--- config.mk ---
export PLATFORM = sky130hd
export DESIGN_NAME = seg_mux_capture_flat
export DESIGN_NICKNAME = d
export VERILOG_FILES = /design/src/rtl/seg_mux_capture_if.sv /design/src/rtl/seg_mux_capture.sv /design/src/flat_wrapper.sv
export SDC_FILE = /design/constraint.sdc
export NUM_CORES = 1
export LEC_CHECK = 0
export CELL_PAD_IN_SITES_DETAIL_PLACEMENT = 1
export CELL_PAD_IN_SITES_GLOBAL_PLACEMENT = 1
export CORE_AREA = 3 3 68 70
export CTS_BUF_LIST = sky130_fd_sc_hd__clkbuf_2
export DETAILED_ROUTE_END_ITERATION = 7
export DIE_AREA = 0 0 71 73
export GPL_TIMING_DRIVEN = 0
export PLACE_DENSITY_LB_ADDON = 0.1
export SLEW_MARGIN = 25
export SYNTH_ARGS = -nofsm -noshare
export SYNTH_HDL_FRONTEND = slang
export SYNTH_SLANG_ARGS = --single-unit
--- constraint.sdc ---
create_clock -name clk -period 2.3 [get_ports clk]
set_clock_uncertainty 0.05 [all_clocks]
set_input_delay 0.345 -clock clk [delete_from_list [all_inputs] [get_ports clk]]
set_output_delay 0.345 -clock clk [all_outputs]
set_load 0.005 [all_outputs]
--- src/rtl/seg_mux_capture_if.sv ---
// Bus between a two-digit multiplexed 7-segment display and its capture monitor.
// The display side drives segments/anodes and the capture side reports the decoded digits.
interface seg_mux_capture_if;
    logic [6:0] seg;
    logic [1:0] an;
    logic       err_clr;
    logic [3:0] digit0;
    logic [3:0] digit1;
    logic [1:0] valid;
    logic       update;
    logic       err;

    modport master (
        output seg, an, err_clr,
        input  digit0, digit1, valid, update, err
    );

    modport slave (
        input  seg, an, err_clr,
        output digit0, digit1, valid, update, err
    );
endinterface

--- src/rtl/seg_mux_capture.sv ---
// Recovers hex digits from a time-multiplexed, active-low two-digit 7-segment bus.
// A {seg,an} sample must repeat STABLE_CYCLES times before it is decoded and written.
module seg_mux_capture #(
    parameter int unsigned STABLE_CYCLES = 4
) (
    input  logic               clk,
    input  logic               reset,
    seg_mux_capture_if.slave   bus
);
    localparam logic [7:0] CNT_MAX = 8'(STABLE_CYCLES);
    localparam logic [7:0] CNT_ACC = 8'(STABLE_CYCLES - 1);

    logic [6:0] prev_seg_q;
    logic [1:0] prev_an_q;
    logic [7:0] cnt_q, cnt_d;
    logic       update_q, update_d;
    logic       err_q, err_d;

    logic       same_sample;
    logic       accept;
    logic       legal;
    logic       blank;
    logic [3:0] code;
    logic [1:0] tgt_sel;
    logic       conflict;
    logic       err_set;
    logic [1:0] wr_code;
    logic [1:0] wr_blank;
    logic [1:0] valid_w;
    logic [1:0][3:0] digit_w;

    function automatic logic [4:0] decode_seg(input logic [6:0] s);
        logic [4:0] r;
        r = 5'b0_0000;
        case (s)
            7'b1000000: r = {1'b1, 4'h0};
            7'b1111001: r = {1'b1, 4'h1};
            7'b0100100: r = {1'b1, 4'h2};
            7'b0110000: r = {1'b1, 4'h3};
            7'b0011001: r = {1'b1, 4'h4};
            7'b0010010: r = {1'b1, 4'h5};
            7'b0000010: r = {1'b1, 4'h6};
            7'b1111000: r = {1'b1, 4'h7};
            7'b0000000: r = {1'b1, 4'h8};
            7'b0011000: r = {1'b1, 4'h9};
            7'b0001000: r = {1'b1, 4'hA};
            7'b0000011: r = {1'b1, 4'hB};
            7'b1000110: r = {1'b1, 4'hC};
            7'b0100001: r = {1'b1, 4'hD};
            7'b0000110: r = {1'b1, 4'hE};
            7'b0001110: r = {1'b1, 4'hF};
            default:    r = 5'b0_0000;
        endcase
        return r;
    endfunction

    always_comb begin
        same_sample = ({bus.seg, bus.an} == {prev_seg_q, prev_an_q});
        cnt_d       = 8'd1;
        if (same_sample && (cnt_q != 8'd0)) begin
            cnt_d = (cnt_q == CNT_MAX) ? CNT_MAX : cnt_q + 8'd1;
        end
        // The saturated count never equals CNT_ACC again, so a run is accepted once.
        accept = same_sample && (cnt_q == CNT_ACC);

        {legal, code} = decode_seg(bus.seg);
        blank         = (bus.seg == 7'b1111111);
        tgt_sel[0]    = (bus.an == 2'b10);
        tgt_sel[1]    = (bus.an == 2'b01);
        conflict      = (bus.an == 2'b00);

        wr_code  = {2{accept & legal}} & tgt_sel;
        wr_blank = {2{accept & blank}} & tgt_sel;
        update_d = |(wr_code | wr_blank);

        err_set = accept & (conflict | ((|tgt_sel) & ~legal & ~blank));
        err_d   = err_set | (err_q & ~bus.err_clr);
    end

    always_ff @(posedge clk) begin
        if (reset) begin
            prev_seg_q <= 7'b1111111;
            prev_an_q  <= 2'b11;
            cnt_q      <= 8'd0;
            update_q   <= 1'b0;
            err_q      <= 1'b0;
        end else begin
            prev_seg_q <= bus.seg;
            prev_an_q  <= bus.an;
            cnt_q      <= cnt_d;
            update_q   <= update_d;
            err_q      <= err_d;
        end
    end

    // One code/valid register pair per display position; writes never cross positions.
    for (genvar gi = 0; gi < 2; gi++) begin : g_digit
        logic [3:0] digit_q;
        logic       valid_q;

        always_ff @(posedge clk) begin
            if (reset) begin
                digit_q <= 4'h0;
                valid_q <= 1'b0;
            end else if (wr_code[gi]) begin
                digit_q <= code;
                valid_q <= 1'b1;
            end else if (wr_blank[gi]) begin
                valid_q <= 1'b0;
            end
        end

        assign digit_w[gi] = digit_q;
        assign valid_w[gi] = valid_q;
    end

    assign bus.digit0 = digit_w[0];
    assign bus.digit1 = digit_w[1];
    assign bus.valid  = valid_w;
    assign bus.update = update_q;
    assign bus.err    = err_q;
endmodule

--- src/flat_wrapper.sv ---
// flat-port wrapper written by rule: the top's interface ports become plain ports
module seg_mux_capture_flat 
#(
    parameter int unsigned STABLE_CYCLES = 4
)
  (clk, reset, bus_seg, bus_an, bus_err_clr, bus_digit0, bus_digit1, bus_valid, bus_update, bus_err);
  seg_mux_capture_if bus_i ();
  input  logic clk;
  input  logic reset;
  input wire logic [$bits(bus_i.seg)-1:0] bus_seg;
  input wire logic [$bits(bus_i.an)-1:0] bus_an;
  input wire logic [$bits(bus_i.err_clr)-1:0] bus_err_clr;
  output wire logic [$bits(bus_i.digit0)-1:0] bus_digit0;
  output wire logic [$bits(bus_i.digit1)-1:0] bus_digit1;
  output wire logic [$bits(bus_i.valid)-1:0] bus_valid;
  output wire logic [$bits(bus_i.update)-1:0] bus_update;
  output wire logic [$bits(bus_i.err)-1:0] bus_err;
  assign bus_i.seg = bus_seg;
  assign bus_i.an = bus_an;
  assign bus_i.err_clr = bus_err_clr;
  assign bus_digit0 = bus_i.digit0;
  assign bus_digit1 = bus_i.digit1;
  assign bus_valid = bus_i.valid;
  assign bus_update = bus_i.update;
  assign bus_err = bus_i.err;
  seg_mux_capture #(.STABLE_CYCLES(STABLE_CYCLES)) u_core (.clk(clk), .reset(reset), .bus(bus_i));
endmodule
==> flow_summary_export.csv, run 1 <==
group,metric,value,unit
sta,worstMarginPinSlew,0.540,ns
floorplanning,row_count,23,
logic_synthesis,ys_warn_count,0,
power,ir_drop,0.362,mV
finish,finish.net_count,237,
logic_synthesis,synthTopCellsByArea,"dfxtp_1 (33%), mux2i_1 (5.2%), nand2_1 (4.3%)",
floorplanning,die_w,71,um
drt,post_drt_via_cell_ratio,5.44,
sta,setup_viol,0,
clock_network,clk_pin_slew,0.15,ns
drt,first_pass_iters,4,
worst_setup_path,max_stage_delay,0.61,ns
logic_synthesis,syn_avg_cell_area,9.09,um2
clock_network,cts.sinks,29,
worst_setup_path,crit_family,"compound AO/OA/AOI/OAI gates",
logic_synthesis,synthTopCellsByCount,"dfxtp_1 (29), nand2_1 (20), nor2_1 (16)",
sta,slew_headroom,63.7,%
power,total_power,906,uW
logic_synthesis,ys_seq_elements,29,
worst_setup_path,path_cells,"clkdlybuf4s50_1 > buf_4 > nor3_1 > o2111ai_2 > o21ai_2 > o311ai_4 > mux2i_1",
clock_network,clockRootBuffer,"clkbuf_2",
place,dpl_cell_area,2020,um2
clock_network,clockBufferDepth,2,
logic_synthesis,synthDistinctLibCells,50,
drt,ant_nets,0,
logic_synthesis,synthArstFlopShare,0,%
clock_network,cts_resized,0,
logic_synthesis,ys_seq_area_share,33.5,%
sta,rsz0062_at_grt,"no",
run,max_cap_violations,0,
finish,finalNonFillerCells,271,
drt,first_iter_violations,41,
clock_network,cts_inserted_buffers,5,
floorplanning,dieArea,5180,um2
grt,grt_overflow,0,
worst_setup_path,path_max_fanout,10,
sta,post-route-period-util,92.5,%
place,port_buffers,22,
place,pre_cts_ws,-0.205,ns
drt,totalWireLength,4520,um
finish,area_growth,18.5,%
logic_synthesis,synth_most_common_cell,"dfxtp_1",
grt,grt_max_degree,11,
worst_setup_path,end_kind,"register",
place,gp_congestion,0.841,
clock_network,clkLatencyLatePin,0.37,ns
worst_setup_path,critPathKind,"in -> reg",
floorplanning,start_util,43.1,%
min_path,hold_path.class,"reg -> reg",
clock_network,cts_setup_buffers,0,
grt,grt_pass1_wl,7990,um
logic_synthesis,synth_top_area_cell,"dfxtp_1",
logic_synthesis,synth-edff-count,0,
worst_setup_path,required,2.54,ns
grt,antenna_found_initial,0,
floorplanning,die_h,73,um
finish,fin_area,2060,um2
run_status,status,"finished clean",
finish,multi_input_area,1050,um2
logic_synthesis,synthCells,191,
power,leakage,0.000809,uW
worst_setup_path,start_kind,"primary input",
power,p_per_area,441,nW/um2
logic_synthesis,yosys.area.top_type_share,33.5,%
clock_network,postCtsHoldBufs,0,
worst_setup_path,cp_slowest_cell,"clkdlybuf4s50_1",
logic_synthesis,syn_nets,208,
floorplanning,core-area,4030,um2
worst_setup_path,worstPathArrival,2.37,ns
sta,fmax,0.470,GHz
logic_synthesis,syn-cell-area,1740,um2
logic_synthesis,synth-main-ff-cell,"dfxtp_1",
drt,wl_per_cell,16.7,um
clock_network,cts_tree,"done",
place,dp_hpwl,3420,um
grt,track_usage,19.6,%
sta,layout_min_cycle_time,2.13,ns
sta,drv_slew,0,
clock_network,htree_levels,2,
sta,hold_viol,0,
finish,nFillCells,486,
finish,seq_area,581,um2
grt,grt_pass1_vias,1606,
sta,finalWorstSetupSlack,0.172,ns
worst_setup_path,critPathBufInv,2,
finish,drive_gt1_share,16.3,%
drt,remaining_drc_errors,0,
drt,vias,1474,
place,dp.cells,263,
floorplanning,io_pins,24,
finish,n_antenna_cell,0,
sta,timing.hold.ws,0.426,ns
[flip-flops by register name, summed over array words and instances, names as in the netlist]
register	cells
u_core.prev_seg_q	7
u_core.bus.digit1	4
u_core.prev_an_q	2
u_core.cnt_q	8
u_core.bus.update	1
u_core.bus.digit0	4
u_core.bus.err	1
u_core.g_digit.valid_q	2
[worst min-delay path: cells and delay by family (launching register included)]
| family | cells | cell delay (ns) |
|---|---|---|
| DFF | 1 | 0.34 |
| muxes | 1 | 0.05 |
| and+or+nand+nor | 1 | 0.05 |
[cell usage in the layout (no fill, tap or decap), drive strengths merged, types with 2 or more instances in the layout]
cell type      instances
o211ai                 2
xnor2                  9
nand2                 20
clkdlybuf4s50         22
and3b                  2
clkbuf                 7
o311ai                 2
o21a                   2
a21o                   2
ha                     5
nor3                   3
mux2i                  9
or2                    6
buf                   10
o21ai                  6
dfxtp                 29
and3                   4
a31oi                  3
nor3b                  4
inv                    9
or3                    3
xor2                   6
clkinv                 3
a311o                  2
nand3                 10
nor2                  16
or3b                   2
nor4                   4
a21oi                  4
nand3b                 4
[cell families after synthesis]
group	after synthesis	synth area share, %
AO/OA/AOI/OAI	28	14.9
XOR/XNOR	15	8.00
adder cells (fa/ha/maj)	5	3.60
buffers and inverters	21	6.20
flip-flops	29	33.5
multiplexers	9	5.19
AND/OR/NAND/NOR	84	28.7
[worst paths after layout]
check / slack (ns) / startpoint / depth (start not counted) / end
setup / recovery: 0.17 / bus_seg[6] / 7 / u_core.bus.digit0[0]$_SDFFE_PP0P_
hold / removal: 0.43 / u_core.bus.digit1[1]$_SDFFE_PP0P_ / 2 / u_core.bus.digit1[1]$_SDFFE_PP0P_
setup reg to reg: 0.27 / u_core.cnt_q[0]$_SDFF_PP0_ / 5 / u_core.bus.digit0[0]$_SDFFE_PP0P_
hold reg to reg: 0.43 / u_core.bus.digit1[1]$_SDFFE_PP0P_ / 2 / u_core.bus.digit1[1]$_SDFFE_PP0P_
[per-stage QoR]
step           util, %  TNS [ns]
2_1_floorplan        -         0
3_3_place_gp      50.1     -1.35
3_5_place_dp      50.1     -2.34
4_1_cts           51.0         0
5_1_grt           51.0         0
6_report          51.0         0
[report_power, final]
part / leakage [uW] / internal (uW) / switching [uW]
Sequential: 0.000237 / 512 / 5.83
Clock: 0.0000278 / 66.3 / 179
Combinational: 0.000545 / 61.3 / 81.1
Total: 0.000809 / 640 / 266
[area by class of cell]
class / count / area share (%)
Timing Repair Buffer: 22 / 10.7
Tap cell: 50 / 3.04
Sequential cell: 29 / 28.2
Clock inverter: 3 / 0.609
Clock buffer: 5 / 1.22
Multi-Input combinational cell: 141 / 50.9
Inverter: 9 / 1.64
Buffer: 12 / 3.59
[metal layers]
layer	global-route usage, %	part of all wire (%)	up-vias
li1	-	-	720
met1	22.3	43	731
met2	36.1	53	16
met3	4.55	2.3	7
met4	6.26	1.1	0
met5	0	0	-
(Power assumes the default switching activity.)
==> run 2, diff against run 1 <==
==> constraint.sdc (replaced) <==
create_clock -name clk -period 2.3 [get_ports clk]
set_clock_uncertainty 0.05 [all_clocks]
set_input_delay 0.46 -clock clk [delete_from_list [all_inputs] [get_ports clk]]
set_output_delay 0.46 -clock clk [all_outputs]
set_load 0.005 [all_outputs]
==> flow_summary_export.csv, run 2 (synthesis gave the netlist of run 1 again) <==
group,metric,value,unit
min_path,hold_depth,2,
min_path,min_to,"u_core.bus.digit1[1]$_SDFFE_PP0P_",
worst_setup_path,worstPathArrival,2.41,ns
grt,grt_max_degree,11,
finish,finish.net_count,240,
worst_setup_path,r2r_end,"u_core.bus.digit1[2]$_SDFFE_PP0P_",
clock_network,cts_inserted_buffers,5,
finish,layout_common_cells,"dfxtp_1 (29), clkdlybuf4s50_1 (21), nand2_1 (20)",
drt,vias,1490,
sta,drv_slew,0,
finish,top_register,"u_core.cnt_q",
finish,nFillCells,487,
finish,seq_area,581,um2
drt,wl_per_cell,16.7,um
place,port_buffers,22,
run,max_cap_violations,0,
finish,layout_commonest_cell,"dfxtp_1",
worst_setup_path,crit_family,"buffers and inverters",
finish,final_core_util,51.8,%
place,gp_congestion,0.841,
drt,ant_nets,0,
place,dp_hpwl,3420,um
floorplanning,io_pins,24,
worst_setup_path,start_kind,"primary input",
sta,layout_min_cycle_time,2.21,ns
sta,hold_viol,0,
sta,fmax,0.452,GHz
sta,worstMarginPinSlew,0.443,ns
worst_setup_path,path_max_fanout,10,
finish,fin_area,2090,um2
clock_network,cts_tree,"done",
clock_network,clockBufferDepth,2,
drt,remaining_drc_errors,0,
worst_setup_path,cp-startpoint,"bus_seg[1]",
place,dpl_cell_area,2020,um2
drt,first_pass_iters,4,
sta,slew_headroom,70.5,%
worst_setup_path,r2r_start,"u_core.cnt_q[0]$_SDFF_PP0_",
clock_network,clk_pin_slew,0.15,ns
grt,antenna_found_initial,0,
floorplanning,core-area,4030,um2
power,ir_drop,0.363,mV
place,pre_cts_ws,-0.320,ns
sta,setup_viol,0,
drt,first_iter_violations,48,
finish,largest_reg_flops,8,
worst_setup_path,worst-r2r-setup-slack,0.33,ns
floorplanning,die_w,71,um
finish,multi_input_area,1050,um2
sta,post-route-period-util,96.3,%
floorplanning,dieArea,5180,um2
floorplanning,row_count,23,
worst_setup_path,max_stage_delay,0.56,ns
grt,grt_pass1_wl,7990,um
worst_setup_path,end_kind,"register",
grt,grt_pass1_vias,1606,
floorplanning,die_h,73,um
worst_setup_path,required,2.50,ns
clock_network,cts.sinks,29,
worst_setup_path,critPathKind,"in -> reg",
run_status,status,"finished clean",
power,p_per_area,435,nW/um2
clock_network,clkLatencyLatePin,0.37,ns
drt,totalWireLength,4570,um
grt,grt_overflow,0,
finish,drive_gt1_share,17.9,%
finish,n_antenna_cell,0,
worst_setup_path,path_cells,"clkdlybuf4s50_1 > buf_2 > nor2b_1 > nand2_1 > a21oi_4 > o311ai_4 > buf_4 > mux2i_1",
finish,reg.largest.list,"u_core.cnt_q: 8 flops, u_core.prev_seg_q: 7 flops",
grt,track_usage,19.6,%
worst_setup_path,cp_slowest_cell,"clkdlybuf4s50_1",
min_path,min_from,"u_core.bus.digit1[1]$_SDFFE_PP0P_",
floorplanning,start_util,43.1,%
drt,post_drt_via_cell_ratio,5.44,
sta,finalWorstSetupSlack,0.0858,ns
min_path,hold_path.class,"reg -> reg",
worst_setup_path,critPathBufInv,3,
clock_network,htree_levels,2,
clock_network,clockRootBuffer,"clkbuf_2",
worst_setup_path,reg2reg_depth,7,
clock_network,postCtsHoldBufs,0,
finish,area_growth,20.3,%
power,leakage,0.000834,uW
-- run 2: cell types whose count changed in the layout (fill, tap and decap cells not counted), sizes merged --
cell / previous run / this run
buf: 10 / 13
clkdlybuf4s50: 22 / 21
dlymetal6s2s: 0 / 1
-- run 2: metal layers --
layer / share of wire [%] / track usage [%]
met1: 43 / 22.3
met2: 53 / 36.1
met3: 2.8 / 4.55
met4: 1.4 / 6.26
met5: 0 / 0
-- run 2: cell type report --
| type | instances | area share [%] |
|---|---|---|
| multi-input combinational | 141 | 50.5 |
| sequential | 29 | 27.8 |
| timing repair buffer | 25 | 11.8 |
| buffer | 12 | 3.54 |
| tap | 50 | 3.00 |
| inverter | 9 | 1.62 |
| clock buffer | 5 | 1.20 |
| clock inverter | 3 | 0.600 |
-- run 2: worst max-delay path by stage --
stage	endpoint	cells after the start
2_1_floorplan	u_core.bus.digit0[0]$_SDFFE_PP0P_	6
3_3_place_gp	u_core.bus.digit1[3]$_SDFFE_PP0P_	6
3_5_place_dp	u_core.bus.digit0[0]$_SDFFE_PP0P_	7
4_1_cts	u_core.bus.digit0[0]$_SDFFE_PP0P_	7
5_1_grt	u_core.bus.digit1[2]$_SDFFE_PP0P_	8
6_report	u_core.bus.digit1[2]$_SDFFE_PP0P_	8
-- run 2: tightest hold or removal path, delay by kind of cell (launching register included) --
family | cells | cell delay, ns
mux | 1 | 0.05
flops | 1 | 0.34
simple gates | 1 | 0.05
-- run 2: through the flow --
stage          setup TNS (ns)  hold WS, ns  total power, uW  instances
4_1_cts                     0        0.430              912        271
2_1_floorplan               0        0.405              619        191
5_1_grt               -0.0139        0.444              959        274
3_3_place_gp            -3.24        0.397              664        263
3_5_place_dp            -4.41        0.403              671        263
6_report                    0        0.426              908        274
-- run 2: what timing repair did --
item,in CTS,in global routing
gates resized for setup,0,2
endpoints found under the setup margin,0,7
setup buffers,0,3
-- run 2: power breakdown --
| part | internal (uW) | switching (uW) |
|---|---|---|
| Sequential | 512 | 5.85 |
| Combinational | 61.6 | 81.5 |
| Clock | 66.3 | 181 |
| Total | 640 | 268 |
==> run 3, diff against run 2 <==
Settings changed: REMOVE_ABC_BUFFERS from default to 1.
==> flow_summary_export.csv, run 3 (synthesis gave the netlist of run 1 again) <==
group,metric,value,unit
sta,drv_slew,0,
worst_setup_path,max_stage_delay,0.52,ns
sta,rsz0062_at_grt,"no",
sta,fmax,0.476,GHz
run_status,status,"finished clean",
clock_network,cts_inserted_buffers,5,
sta,setup_viol,0,
finish,layout_common_cells,"dfxtp_1 (29), nand2_1 (20), nor2_1 (16), clkdlybuf4s50_1 (16)",
power,total_power,889,uW
grt,track_usage,18.0,%
min_path,min_from,"u_core.bus.digit0[3]$_SDFFE_PP0P_",
floorplanning,dieArea,5180,um2
clock_network,clockRootBuffer,"clkbuf_2",
worst_setup_path,worstPathArrival,2.28,ns
worst_setup_path,start_kind,"primary input",
clock_network,clk_pin_slew,0.15,ns
worst_setup_path,r2r_end,"u_core.bus.err$_SDFF_PP0_",
finish,layout_commonest_cell,"dfxtp_1",
worst_setup_path,worst-r2r-setup-slack,0.27,ns
drt,remaining_drc_errors,0,
worst_setup_path,required,2.48,ns
drt,first_iter_violations,40,
power,leakage,0.000800,uW
clock_network,cts.sinks,29,
finish,n_antenna_cell,0,
sta,hold_viol,0,
grt,grt_overflow,0,
clock_network,postCtsHoldBufs,0,
worst_setup_path,path_depth,6,
worst_setup_path,critPathBufInv,1,
sta,worstMarginPinSlew,0.614,ns
sta,post-route-period-util,91.4,%
min_path,hold_path.class,"reg -> reg",
place,dp_hpwl,3080,um
drt,totalWireLength,4280,um
drt,ant_nets,0,
drt,first_pass_iters,4,
min_path,hold_depth,2,
clock_network,htree_levels,2,
floorplanning,core-area,4030,um2
drt,wl_per_cell,16.4,um
floorplanning,start_util,43.1,%
power,p_per_area,443,nW/um2
finish,top_register,"u_core.cnt_q",
place,gp_congestion,0.794,
sta,finalWorstSetupSlack,0.197,ns
place,pre_cts_ws,-0.584,ns
grt,grt_pass1_wl,7390,um
worst_setup_path,end_kind,"register",
worst_setup_path,cp_slowest_cell,"dlygate4sd2_1",
grt,grt_pass1_vias,1480,
min_path,min_to,"u_core.bus.digit0[3]$_SDFFE_PP0P_",
worst_setup_path,path_cells,"dlygate4sd2_1 > or3b_1 > a211o_1 > a21oi_4 > o311ai_4 > mux2i_1",
clock_network,cts_tree,"done",
finish,area_growth,15.7,%
sta,fin_tns_setup,0,ns
worst_setup_path,reg2reg_depth,7,
grt,grt_max_degree,19,
grt,antenna_found_initial,0,
clock_network,clkLatencyLatePin,0.34,ns
run,max_cap_violations,0,
clock_network,clockBufferDepth,2,
drt,post_drt_via_cell_ratio,5.39,
sta,layout_min_cycle_time,2.10,ns
finish,largest_reg_flops,8,
drt,vias,1406,
sta,slew_headroom,58.9,%
floorplanning,die_h,73,um
worst_setup_path,path_max_fanout,12,
floorplanning,io_pins,24,
floorplanning,row_count,23,
place,port_buffers,23,
power,ir_drop,0.242,mV
worst_setup_path,r2r_start,"u_core.cnt_q[0]$_SDFF_PP0_",
worst_setup_path,critPathKind,"in -> reg",
worst_setup_path,crit_family,"compound AO/OA/AOI/OAI gates",
floorplanning,die_w,71,um
finish,finish.net_count,228,
finish,drive_gt1_share,13.7,%
finish,reg.largest.list,"u_core.cnt_q: 8 flops, u_core.prev_seg_q: 7 flops",
-- run 3: worst reg2reg max path: stages (launching register included) --
cell and delay, ns:
dfxtp_1 0.47, ha_1 0.29, nand4bb_2 0.19, nor4_4 0.29, buf_4 0.20, buf_4 0.12, nand3_1 0.08, o31ai_1 0.25
-- run 3: worst max path at each step --
stage	from	slack [ns]	to
floorplan	bus_seg[6]	0.50	u_core.bus.digit0[0]$_SDFFE_PP0P_
global placement	bus_seg[5]	-0.49	u_core.bus.digit1[2]$_SDFFE_PP0P_
detailed placement	bus_seg[5]	-0.58	u_core.bus.digit0[2]$_SDFFE_PP0P_
CTS	bus_seg[2]	0.005	u_core.cnt_q[5]$_SDFF_PP0_
global route	bus_seg[5]	0.02	u_core.bus.err$_SDFF_PP0_
finish	bus_seg[0]	0.20	u_core.bus.digit1[0]$_SDFFE_PP0P_
-- run 3: repair_timing --
| action | 4_1_cts | 5_1_grt |
|---|---|---|
| setup endpoints to repair | 18 | 18 |
| resized for setup | 5 | 3 |
| setup buffers | 2 | 0 |
| endpoints found under the hold margin | 0 | 0 |
| pin swaps | 1 | 0 |
-- run 3: power breakdown --
| group | internal, uW | switching (uW) | leakage, uW |
|---|---|---|---|
| sequential | 512 | 5.83 | 0.000237 |
| clock | 71.1 | 171 | 0.0000265 |
| combinational | 51.9 | 77.3 | 0.000537 |
| total | 635 | 254 | 0.000800 |
-- run 3: cell type report --
type | count | area, um2
Clock inverter | 1 | 3.75
Sequential cell | 29 | 581
Inverter | 9 | 33.8
Tap cell | 50 | 62.6
Clock buffer | 6 | 30.0
Multi-Input combinational cell | 141 | 1050
Timing Repair Buffer | 25 | 244
Fill cell | 488 | 2020
-- run 3: per-layer routing --
| metal | vias to the layer above | global-route usage, % | share of wire [%] |
|---|---|---|---|
| li1 | 700 | - | - |
| met1 | 683 | 23.0 | 45 |
| met2 | 19 | 30.0 | 52 |
| met3 | 4 | 4.96 | 2.5 |
| met4 | 0 | 5.01 | 0.77 |
| met5 | - | 0 | 0 |
-- run 3: metrics by stage --
step                      std cells  cell area (um2)  hold WS, ns  util [%]
after global placement          252             1950        0.397      48.5
after floorplan                 179             1660        0.405         -
final                           261             2010        0.426      49.8
after global routing            261             2010        0.452      49.8
after detailed placement        252             1950        0.414      48.5
after CTS                       261             2000        0.434      49.6
